[src/rtl/sipo_frame_pkg.sv]
// rtl/sipo_frame_pkg.sv - shared types and constants for the serial frame receiver (PARITY_EN_EN adds the parity state)
package sipo_frame_pkg;

    typedef enum logic [2:0] {
        ST_IDLE      = 3'd0,
        ST_DATA      = 3'd1,
        ST_STOP      = 3'd2,
        ST_WAIT_IDLE = 3'd3
`ifdef PARITY_EN_EN
        ,
        ST_PARITY    = 3'd4
`endif
    } rx_state_t;

    localparam logic IDLE_LEVEL  = 1'b1;
    localparam logic START_LEVEL = 1'b0;

    // Bit counter must be able to hold WIDTH itself after the last data bit.
    function automatic int cnt_w(input int width);
        return $clog2(width + 1);
    endfunction

endpackage

[src/rtl/sipo_frame_rx_if.sv]
// rtl/sipo_frame_rx_if.sv - line-side and word-side signal bundle of the frame receiver
interface sipo_frame_rx_if #(
    parameter int WIDTH = 4
);
    logic             ser_in;
    logic             bit_en;
    logic [WIDTH-1:0] data_out;
    logic             valid;
    logic             ready;
    logic             frame_err;
    logic             overrun;

    modport slave (
        input  ser_in,
        input  bit_en,
        input  ready,
        output data_out,
        output valid,
        output frame_err,
        output overrun
    );

    modport master (
        output ser_in,
        output bit_en,
        output ready,
        input  data_out,
        input  valid,
        input  frame_err,
        input  overrun
    );
endinterface

[src/rtl/sipo_shift.sv]
// rtl/sipo_shift.sv - WIDTH-bit serial-in shift register with selectable fill direction
module sipo_shift #(
    parameter int WIDTH     = 4,
    parameter bit MSB_FIRST = 1'b1
) (
    input  logic             clk,
    input  logic             rst,
    input  logic             shift_en,
    input  logic             ser_in,
    output logic [WIDTH-1:0] q
);

    logic [WIDTH-1:0] q_next;

    // MSB-first shifts left so the earliest bit ends at the top; LSB-first shifts right.
    generate
        if (MSB_FIRST) begin : g_msb
            assign q_next = {q[WIDTH-2:0], ser_in};
        end else begin : g_lsb
            assign q_next = {ser_in, q[WIDTH-1:1]};
        end
    endgenerate

    always_ff @(posedge clk or negedge rst) begin
        if (!rst) begin
            q <= '0;
        end else if (shift_en) begin
            q <= q_next;
        end
    end

endmodule

[src/rtl/sipo_frame_rx.sv]
// rtl/sipo_frame_rx.sv - serial frame receiver: start, WIDTH data bits, stop, word on valid/ready
// Build option PARITY_EN_EN inserts an even-parity bit between the data and the stop bit.
module sipo_frame_rx
    import sipo_frame_pkg::*;
#(
    parameter int WIDTH     = 4,
    parameter bit MSB_FIRST = 1'b1
) (
    input  logic              clk,
    input  logic              rst,
    sipo_frame_rx_if.slave    bus
);

    localparam int            CW       = cnt_w(WIDTH);
    localparam logic [CW-1:0] LAST_BIT = CW'(WIDTH - 1);

    rx_state_t        state_q, state_d;
    logic [CW-1:0]    cnt_q, cnt_d;
    logic             shift_en;
    logic             frame_good;
    logic             frame_bad;
    logic [WIDTH-1:0] shreg;
`ifdef PARITY_EN_EN
    logic             par_err_q, par_err_d;
`endif

    sipo_shift #(
        .WIDTH     (WIDTH),
        .MSB_FIRST (MSB_FIRST)
    ) u_shift (
        .clk      (clk),
        .rst      (rst),
        .shift_en (shift_en),
        .ser_in   (bus.ser_in),
        .q        (shreg)
    );

    always_ff @(posedge clk or negedge rst) begin
        if (!rst) begin
            state_q   <= ST_IDLE;
            cnt_q     <= '0;
`ifdef PARITY_EN_EN
            par_err_q <= 1'b0;
`endif
        end else begin
            state_q   <= state_d;
            cnt_q     <= cnt_d;
`ifdef PARITY_EN_EN
            par_err_q <= par_err_d;
`endif
        end
    end

    always_comb begin
        state_d    = state_q;
        cnt_d      = cnt_q;
        shift_en   = 1'b0;
        frame_good = 1'b0;
        frame_bad  = 1'b0;
`ifdef PARITY_EN_EN
        par_err_d  = par_err_q;
`endif
        if (bus.bit_en) begin
            case (state_q)
                ST_IDLE: begin
                    if (bus.ser_in == START_LEVEL) begin
                        state_d = ST_DATA;
                        cnt_d   = '0;
`ifdef PARITY_EN_EN
                        par_err_d = 1'b0;
`endif
                    end
                end
                ST_DATA: begin
                    shift_en = 1'b1;
                    cnt_d    = cnt_q + CW'(1);
                    if (cnt_q == LAST_BIT) begin
`ifdef PARITY_EN_EN
                        state_d = ST_PARITY;
`else
                        state_d = ST_STOP;
`endif
                    end
                end
`ifdef PARITY_EN_EN
                ST_PARITY: begin
                    // Even parity: data bits XOR parity bit must come out 0.
                    par_err_d = (^shreg) ^ bus.ser_in;
                    state_d   = ST_STOP;
                end
`endif
                ST_STOP: begin
                    if (bus.ser_in == IDLE_LEVEL) begin
                        state_d = ST_IDLE;
`ifdef PARITY_EN_EN
                        frame_good = !par_err_q;
                        frame_bad  = par_err_q;
`else
                        frame_good = 1'b1;
`endif
                    end else begin
                        frame_bad = 1'b1;
                        state_d   = ST_WAIT_IDLE;
                    end
                end
                ST_WAIT_IDLE: begin
                    // A line stuck low must not be mistaken for a stream of start bits.
                    if (bus.ser_in == IDLE_LEVEL) begin
                        state_d = ST_IDLE;
                    end
                end
                default: begin
                    state_d = ST_IDLE;
                end
            endcase
        end
    end

    always_ff @(posedge clk or negedge rst) begin
        if (!rst) begin
            bus.data_out  <= '0;
            bus.valid     <= 1'b0;
            bus.frame_err <= 1'b0;
            bus.overrun   <= 1'b0;
        end else begin
            bus.frame_err <= frame_bad;
            if (frame_good) begin
                if (!bus.valid || bus.ready) begin
                    bus.data_out <= shreg;
                    bus.valid    <= 1'b1;
                    if (bus.valid) begin
                        bus.overrun <= 1'b0;
                    end
                end else begin
                    bus.overrun <= 1'b1;
                end
            end else if (bus.valid && bus.ready) begin
                bus.valid   <= 1'b0;
                bus.overrun <= 1'b0;
            end
        end
    end

endmodule

[src/flat_wrapper.sv]
// flat-port wrapper written by rule: the top's interface ports become plain ports
module sipo_frame_rx_flat import sipo_frame_pkg::*;
#(
    parameter int WIDTH     = 4,
    parameter bit MSB_FIRST = 1'b1
)
  (clk, rst, bus_ser_in, bus_bit_en, bus_ready, bus_data_out, bus_valid, bus_frame_err, bus_overrun);
  sipo_frame_rx_if #(.WIDTH(WIDTH)) bus_i ();
  input  logic clk;
  input  logic rst;
  input wire logic [$bits(bus_i.ser_in)-1:0] bus_ser_in;
  input wire logic [$bits(bus_i.bit_en)-1:0] bus_bit_en;
  input wire logic [$bits(bus_i.ready)-1:0] bus_ready;
  output wire logic [$bits(bus_i.data_out)-1:0] bus_data_out;
  output wire logic [$bits(bus_i.valid)-1:0] bus_valid;
  output wire logic [$bits(bus_i.frame_err)-1:0] bus_frame_err;
  output wire logic [$bits(bus_i.overrun)-1:0] bus_overrun;
  assign bus_i.ser_in = bus_ser_in;
  assign bus_i.bit_en = bus_bit_en;
  assign bus_i.ready = bus_ready;
  assign bus_data_out = bus_i.data_out;
  assign bus_valid = bus_i.valid;
  assign bus_frame_err = bus_i.frame_err;
  assign bus_overrun = bus_i.overrun;
  sipo_frame_rx #(.WIDTH(WIDTH), .MSB_FIRST(MSB_FIRST)) u_core (.clk(clk), .rst(rst), .bus(bus_i));
endmodule
[config.mk]
export PLATFORM = sky130hd
export DESIGN_NAME = sipo_frame_rx_flat
export DESIGN_NICKNAME = d
export VERILOG_FILES = /design/src/rtl/sipo_frame_pkg.sv /design/src/rtl/sipo_frame_rx_if.sv /design/src/rtl/sipo_shift.sv /design/src/rtl/sipo_frame_rx.sv /design/src/flat_wrapper.sv
export SDC_FILE = /design/constraint.sdc
export NUM_CORES = 1
export LEC_CHECK = 0
export BUFFER_PORTS_ARGS = -buffer_cell sky130_fd_sc_hd__buf_2
export CORE_ASPECT_RATIO = 1.4
export CORE_MARGIN = 2
export CORE_UTILIZATION = 34
export CTS_CLUSTER_DIAMETER = 200
export CTS_CLUSTER_SIZE = 16
export DETAILED_ROUTE_END_ITERATION = 16
export GPL_TIMING_DRIVEN = 0
export MAX_ROUTING_LAYER = met4
export PLACE_DENSITY_LB_ADDON = 0.08
export RECOVER_POWER = 50
export SLEW_MARGIN = 20
export SYNTH_ARGS = -nofsm -noshare
export SYNTH_HDL_FRONTEND = slang
export SYNTH_SLANG_ARGS = --single-unit
[constraint.sdc]
create_clock -name clk -period 1.3 [get_ports clk]
set_input_delay 0.065 -clock clk [delete_from_list [all_inputs] [get_ports clk]]
set_output_delay 0.065 -clock clk [all_outputs]
set_load 0.03 [all_outputs]
==> impl_metrics.ini, run 1 <==
[yosys]
synthFlopType = dfrtp_1
synth.most_common_cell = dfrtp_1
synth_edf_count = 0
netlist_area_um2 = 662
yosysWarnings = 0
synth_fp_nets = 57
synth_area_leaders = dfrtp_1, mux2_2, ha_1, a21boi_4, nand2_1
ys_ff_latch = 16
synth_top_area_cell = dfrtp_1
synth.distinct_cells = 16
synth_top_area_share_pct = 60.5
synth_cells = 50
yosysSeqAreaShare_pct = 60.5
synth_common_cells = dfrtp_1, mux2_2, nand2_1
synth-async-reset-ratio_pct = 100
postSynthAreaPerCell_um2 = 13.2

[drt]
post_drt_wl_per_cell_um = 12.8
wl_um = 1150
vias_per_cell = 5.13
firstDrtPassIters = 6
drt_iter0_drc = 8
ant_nets = 0
vias = 462
drc_errors = 0

[clock_network]
numCtsBuffers = 3
cts_sinks = 16
cts-resized-gates = 0
cts_tree = done
cts_buffer_depth = 2
ctsHtreeMaxLevel = 1
path_clk_slew_ns = 0.09
clock_latency_ns = 0.28
root_buffer = clkbuf_4

[placed_design]
io_buffers = 11
dp_hpwl_um = 805
routabilityCongestion = 0.694
place_area_um2 = 742

[setup_path]
cp.arrival_ns = 1.58
rr_worst_depth = 3
cpLargestDelayFamily = flip-flops
start_kind = flop
cp.required_ns = 1.47
cp.depth = 3
slowest_delay_ns = 0.43
rrSetupSlack_ns = -0.11
crit_buf_inv = 0
r2r_start = u_core.state_q[0]
crit_path_max_fanout = 5
crit_path_top_delay_cell = dfrtp_1
worstSetupStartpoint = u_core.state_q[0]
critPathKind = reg -> reg
cp-end-kind = flop
crit_chain = and4b_1, a21boi_4, mux2_2
r2r-end = u_core.bus.data_out[2]

[run_status]
violations = setup timing
run_status = finished with violations

[floorplan]
die_w_um = 41.3
coreArea_um2 = 1800
initial_core_util_pct = 36.7
dieArea_um2 = 2320
die_y_um = 56.2
pin_count = 12
fp-row-count = 18

[hold_path]
hold_end = u_core.state_q[0]
holdCritPathClass = in -> reg
min_delay_path_depth = 2
hold_start = bus_ser_in

[global_route]
grt_pass1_vias = 468
antenna_found_initial = 0
grt_pass1_wl_um = 1960
overflow = 0
grt.total_usage_pct = 12.5
grt_max_degree = 17

[cells_and_area]
final_layout_size_suffix_gt1_share_pct = 37.1
finish.instance_area_um2 = 816
nets = 79
n_antenna_cell = 0
fillers = 186
area_delta_synth_final_pct = 23.3

[sta]
finalSetupTns_ns = -0.519
rsz0062_at_grt = yes
fin_crit_ns = 1.41
worst_slack_ns = -0.113
final-setup-viol-count = 6
hold_slack_ns = 0.0197
slew_headroom_pct = 42.9
fmax_ghz = 0.708
finClkSkew_ns = 0.00413
fin_crit_sh_pct = 109
hold_violations = 0
drv_slew = 0
worst_pin_slew_ns = 0.856

[power_and_ir_drop]
p_leak_nw = 0.421
p_per_area_nw_per_um2 = 2000
vdd_ir_drop_max_mv = 0.756

[run]
cap_viol_max_count = 0
==> layout make-up <==
cell class / instances / area, µm² / area share [%]
tap: 20 / 25.0 / 3.07
clock buffer: 3 / 22.5 / 2.76
inverter: 3 / 11.3 / 1.38
multi-input combinational: 31 / 250 / 30.7
timing repair buffer: 17 / 106 / 13.0
sequential: 16 / 400 / 49.1
==> sequential cells by signal, summed over array words and instances, names as in the netlist <==
name	count
u_core.bus.data_out	4
u_core.u_shift.q	4
u_core.cnt_q	3
u_core.state_q	2
u_core.bus.frame_err	1
u_core.bus.overrun	1
u_core.bus.valid	1
==> cell usage in the layout (no fill, tap or decap), drive strengths merged, types with 2 or more instances in the layout <==
| master | instances |
|---|---|
| nor2 | 2 |
| mux2 | 8 |
| dlygate4sd3 | 3 |
| ha | 2 |
| inv | 3 |
| a21oi | 2 |
| buf | 13 |
| o21ai | 3 |
| nand2 | 5 |
| dfrtp | 16 |
| clkbuf | 4 |
| a22o | 2 |
==> where the power goes <==
group	total, mW	switching, mW	leakage [nW]	internal (mW)
Combinational	0.578	0.294	0.199	0.284
Clock	0.252	0.145	0.0138	0.107
Sequential	0.802	0.125	0.208	0.677
Total	1.63	0.564	0.421	1.07
==> layer usage <==
| metal | routed length [µm] | vias to the layer above | global-route usage [%] |
|---|---|---|---|
| li1 | - | 219 | - |
| met1 | 543 | 228 | 17.2 |
| met5 | 0 | - | - |
| met4 | 10 | 0 | 5.53 |
| met2 | 539 | 13 | 17.4 |
| met3 | 56 | 2 | 2.40 |
==> stage by stage <==
step | instances | power [mW] | setup WS, ns | utilization, %
2_1_floorplan | 50 | 1.19 | -0.0692 | -
3_3_place_gp | 81 | 1.33 | -0.177 | 41.2
3_5_place_dp | 81 | 1.35 | -0.169 | 41.2
4_1_cts | 90 | 1.65 | -0.114 | 45.3
5_1_grt | 90 | 1.77 | -0.205 | 45.3
6_report | 90 | 1.63 | -0.113 | 45.3
==> cell families after synthesis <==
group | Yosys count | synth area share [%]
buffers and inverters | 3 | 1.70
AO/OA/AOI/OAI | 11 | 13.2
AND/OR/NAND/NOR | 10 | 7.18
flip-flops | 16 | 60.5
adder cells (fa/ha/maj) | 2 | 3.78
multiplexers | 8 | 13.6
==> repair_timing <==
action | 4_1_cts | 5_1_grt
hold buffers | 3 | 0
pin swaps | 0 | 0
endpoints found under the hold margin | 18 | 0
endpoints found under the setup margin | 6 | 6
setup buffers | 3 | 0
==> worst reg2reg max path, delay by kind of cell (launching register included) <==
| family | cells | cell delay [ns] |
|---|---|---|
| AOI/OAI and AO/OA | 1 | 0.24 |
| DFF | 1 | 0.43 |
| and+or+nand+nor | 1 | 0.28 |
| muxes | 1 | 0.35 |
==> worst max-delay path by stage <==
| stage | to |
|---|---|
| 3_5_place_dp | u_core.bus.data_out[2] |
| 3_3_place_gp | u_core.bus.data_out[1] |
| 2_1_floorplan | u_core.bus.data_out[0] |
| 4_1_cts | u_core.bus.data_out[2] |
| 6_report | u_core.bus.data_out[2] |
| 5_1_grt | u_core.bus.data_out[0] |
Power figures use the tool's default switching activity.
==> run 2: changes to the inputs <==
Clock period 1.3 ns to 1.4 ns, I/O delays scaled along.
==> run 2 against run 1 <==
Effect of this change:
- global-route usage decreased by 0.31 points
- die area is the same
- hold slack better by 0.058 ns
- largest cell class unchanged
- maximum frequency decreased by 0.43%
- cell count unchanged
- critical path depth is the same
- sequential power down 7.0%
- setup slack gained 0.094 ns
- the run still ends with setup timing left
- largest power group unchanged
- clock power decreased by 5%
==> impl_metrics.ini, run 2 (same netlist as run 1, synthesis figures left out) <==
[setup_path]
r2r_start = u_core.state_q[0]
endpoint = u_core.bus.data_out[2]
crit_path_max_fanout = 5
cp.required_ns = 1.57
cpLargestDelayFamily = flip-flops
rrSetupSlack_ns = -0.02
start_kind = flop
worstSetupStartpoint = u_core.state_q[0]
r2r-end = u_core.bus.data_out[2]
cp.depth = 3
crit_path_top_delay_cell = dfrtp_1
crit_chain = and4b_1, a21boi_4, mux2_2
slowest_delay_ns = 0.43
cp.arrival_ns = 1.59
crit_buf_inv = 0
critPathKind = reg -> reg
rr_worst_depth = 3
cp-end-kind = flop

[cells_and_area]
top_regs = u_core.bus.data_out x4, u_core.u_shift.q x4, u_core.cnt_q x3
multiInputGateArea_um2 = 250
layout_commonest_cell = dfrtp_1
n_antenna_cell = 0
fillers = 188
final_layout_size_suffix_gt1_share_pct = 37.1
instances_no_fill = 90
area_delta_synth_final_pct = 23.3
ff_latch_area_um2 = 400
nets = 79
finish.instance_area_um2 = 816
layout_common_cells = dfrtp_1, buf_2, mux2_2

[drt]
drt_iter0_drc = 14
firstDrtPassIters = 4
wl_um = 1150
vias = 455
vias_per_cell = 5.06
ant_nets = 0
drc_errors = 0
post_drt_wl_per_cell_um = 12.8

[clock_network]
clock_latency_ns = 0.28
cts_buffer_depth = 2
cts-resized-gates = 0
numCtsBuffers = 3
cts_sinks = 16
path_clk_slew_ns = 0.10
root_buffer = clkbuf_4
ctsHtreeMaxLevel = 1
cts_tree = done

[global_route]
grt.total_usage_pct = 12.2
antenna_found_initial = 0
grt_pass1_vias = 461
grt_pass1_wl_um = 1900
grt_max_degree = 17
overflow = 0

[run]
cap_viol_max_count = 0

[sta]
rsz0062_at_grt = yes
drv_slew = 0
finClkSkew_ns = 0.00797
final-setup-viol-count = 4
worst_pin_slew_ns = 0.854
hold_violations = 0
worst_slack_ns = -0.0191
fmax_ghz = 0.705
fin_crit_sh_pct = 101
slew_headroom_pct = 43.1
fin_crit_ns = 1.42
finalSetupTns_ns = -0.0590

[power_and_ir_drop]
vdd_ir_drop_max_mv = 0.702
p_per_area_nw_per_um2 = 1860
p_leak_nw = 0.421
power_mw = 1.52

[placed_design]
dp_hpwl_um = 805
routabilityCongestion = 0.694
place_ws_ns = -0.0686
dp.cells = 81
place_area_um2 = 742
io_buffers = 11

[floorplan]
die_y_um = 56.2
coreArea_um2 = 1800
initial_core_util_pct = 36.7
die_w_um = 41.3
dieArea_um2 = 2320
pin_count = 12
fp-row-count = 18

[run_status]
violations = setup timing
run_status = finished with violations

[hold_path]
holdCritPathClass = in -> reg
run 2: cell counts in the layout (fill, tap and decap cells not counted):
No cell type changed its count.
run 2: routing by layer:
metal / share of wire (%) / routed length, µm / global-route usage, %
met1: 48 / 557 / 16.2
met2: 46 / 530 / 17.4
met3: 4.8 / 55 / 2.40
met4: 0.95 / 11 / 5.53
met5: 0 / 0 / -
run 2: what timing repair did:
item	CTS	global route
setup buffers	3	0
endpoints found under the hold margin	18	0
setup endpoints to repair	4	6
hold buffers	3	0
pin swaps	0	0
run 2: tightest hold or removal path, stage by stage:
cell	delay, ns
buf_2	0.13
nand2_1	0.08
nor3_1	0.05
run 2: report_power, final:
group          internal, mW  switching, mW
registers             0.629          0.117
clock network        0.0996          0.139
logic                 0.264          0.273
run 2: cell type report:
| cell class | instances | area share [%] |
|---|---|---|
| Clock buffer | 3 | 2.76 |
| Inverter | 3 | 1.38 |
| Multi-Input combinational cell | 31 | 30.7 |
| Sequential cell | 16 | 49.1 |
| Tap cell | 20 | 3.07 |
| Timing Repair Buffer | 17 | 13.0 |
run 2: worst min path at each step:
stage | start | slack, ns | cells after the start | end
after global routing | bus_bit_en | 0.09 | 3 | u_core.bus.frame_err
after floorplan | rst | -0.23 | 0 | u_core.bus.data_out[0]
after CTS | bus_bit_en | 0.08 | 3 | u_core.bus.frame_err
final | bus_bit_en | 0.08 | 3 | u_core.bus.frame_err
after detailed placement | rst | 0.005 | 1 | u_core.bus.data_out[2]
after global placement | rst | 0.005 | 1 | u_core.bus.data_out[2]
run 2: through the flow:
| stage | hold WS (ns) | util [%] |
|---|---|---|
| floorplan | -0.226 | - |
| global placement | 0.00508 | 41.2 |
| detailed placement | 0.00522 | 41.2 |
| CTS | 0.0777 | 45.3 |
| global route | 0.0938 | 45.3 |
| finish | 0.0779 | 45.3 |
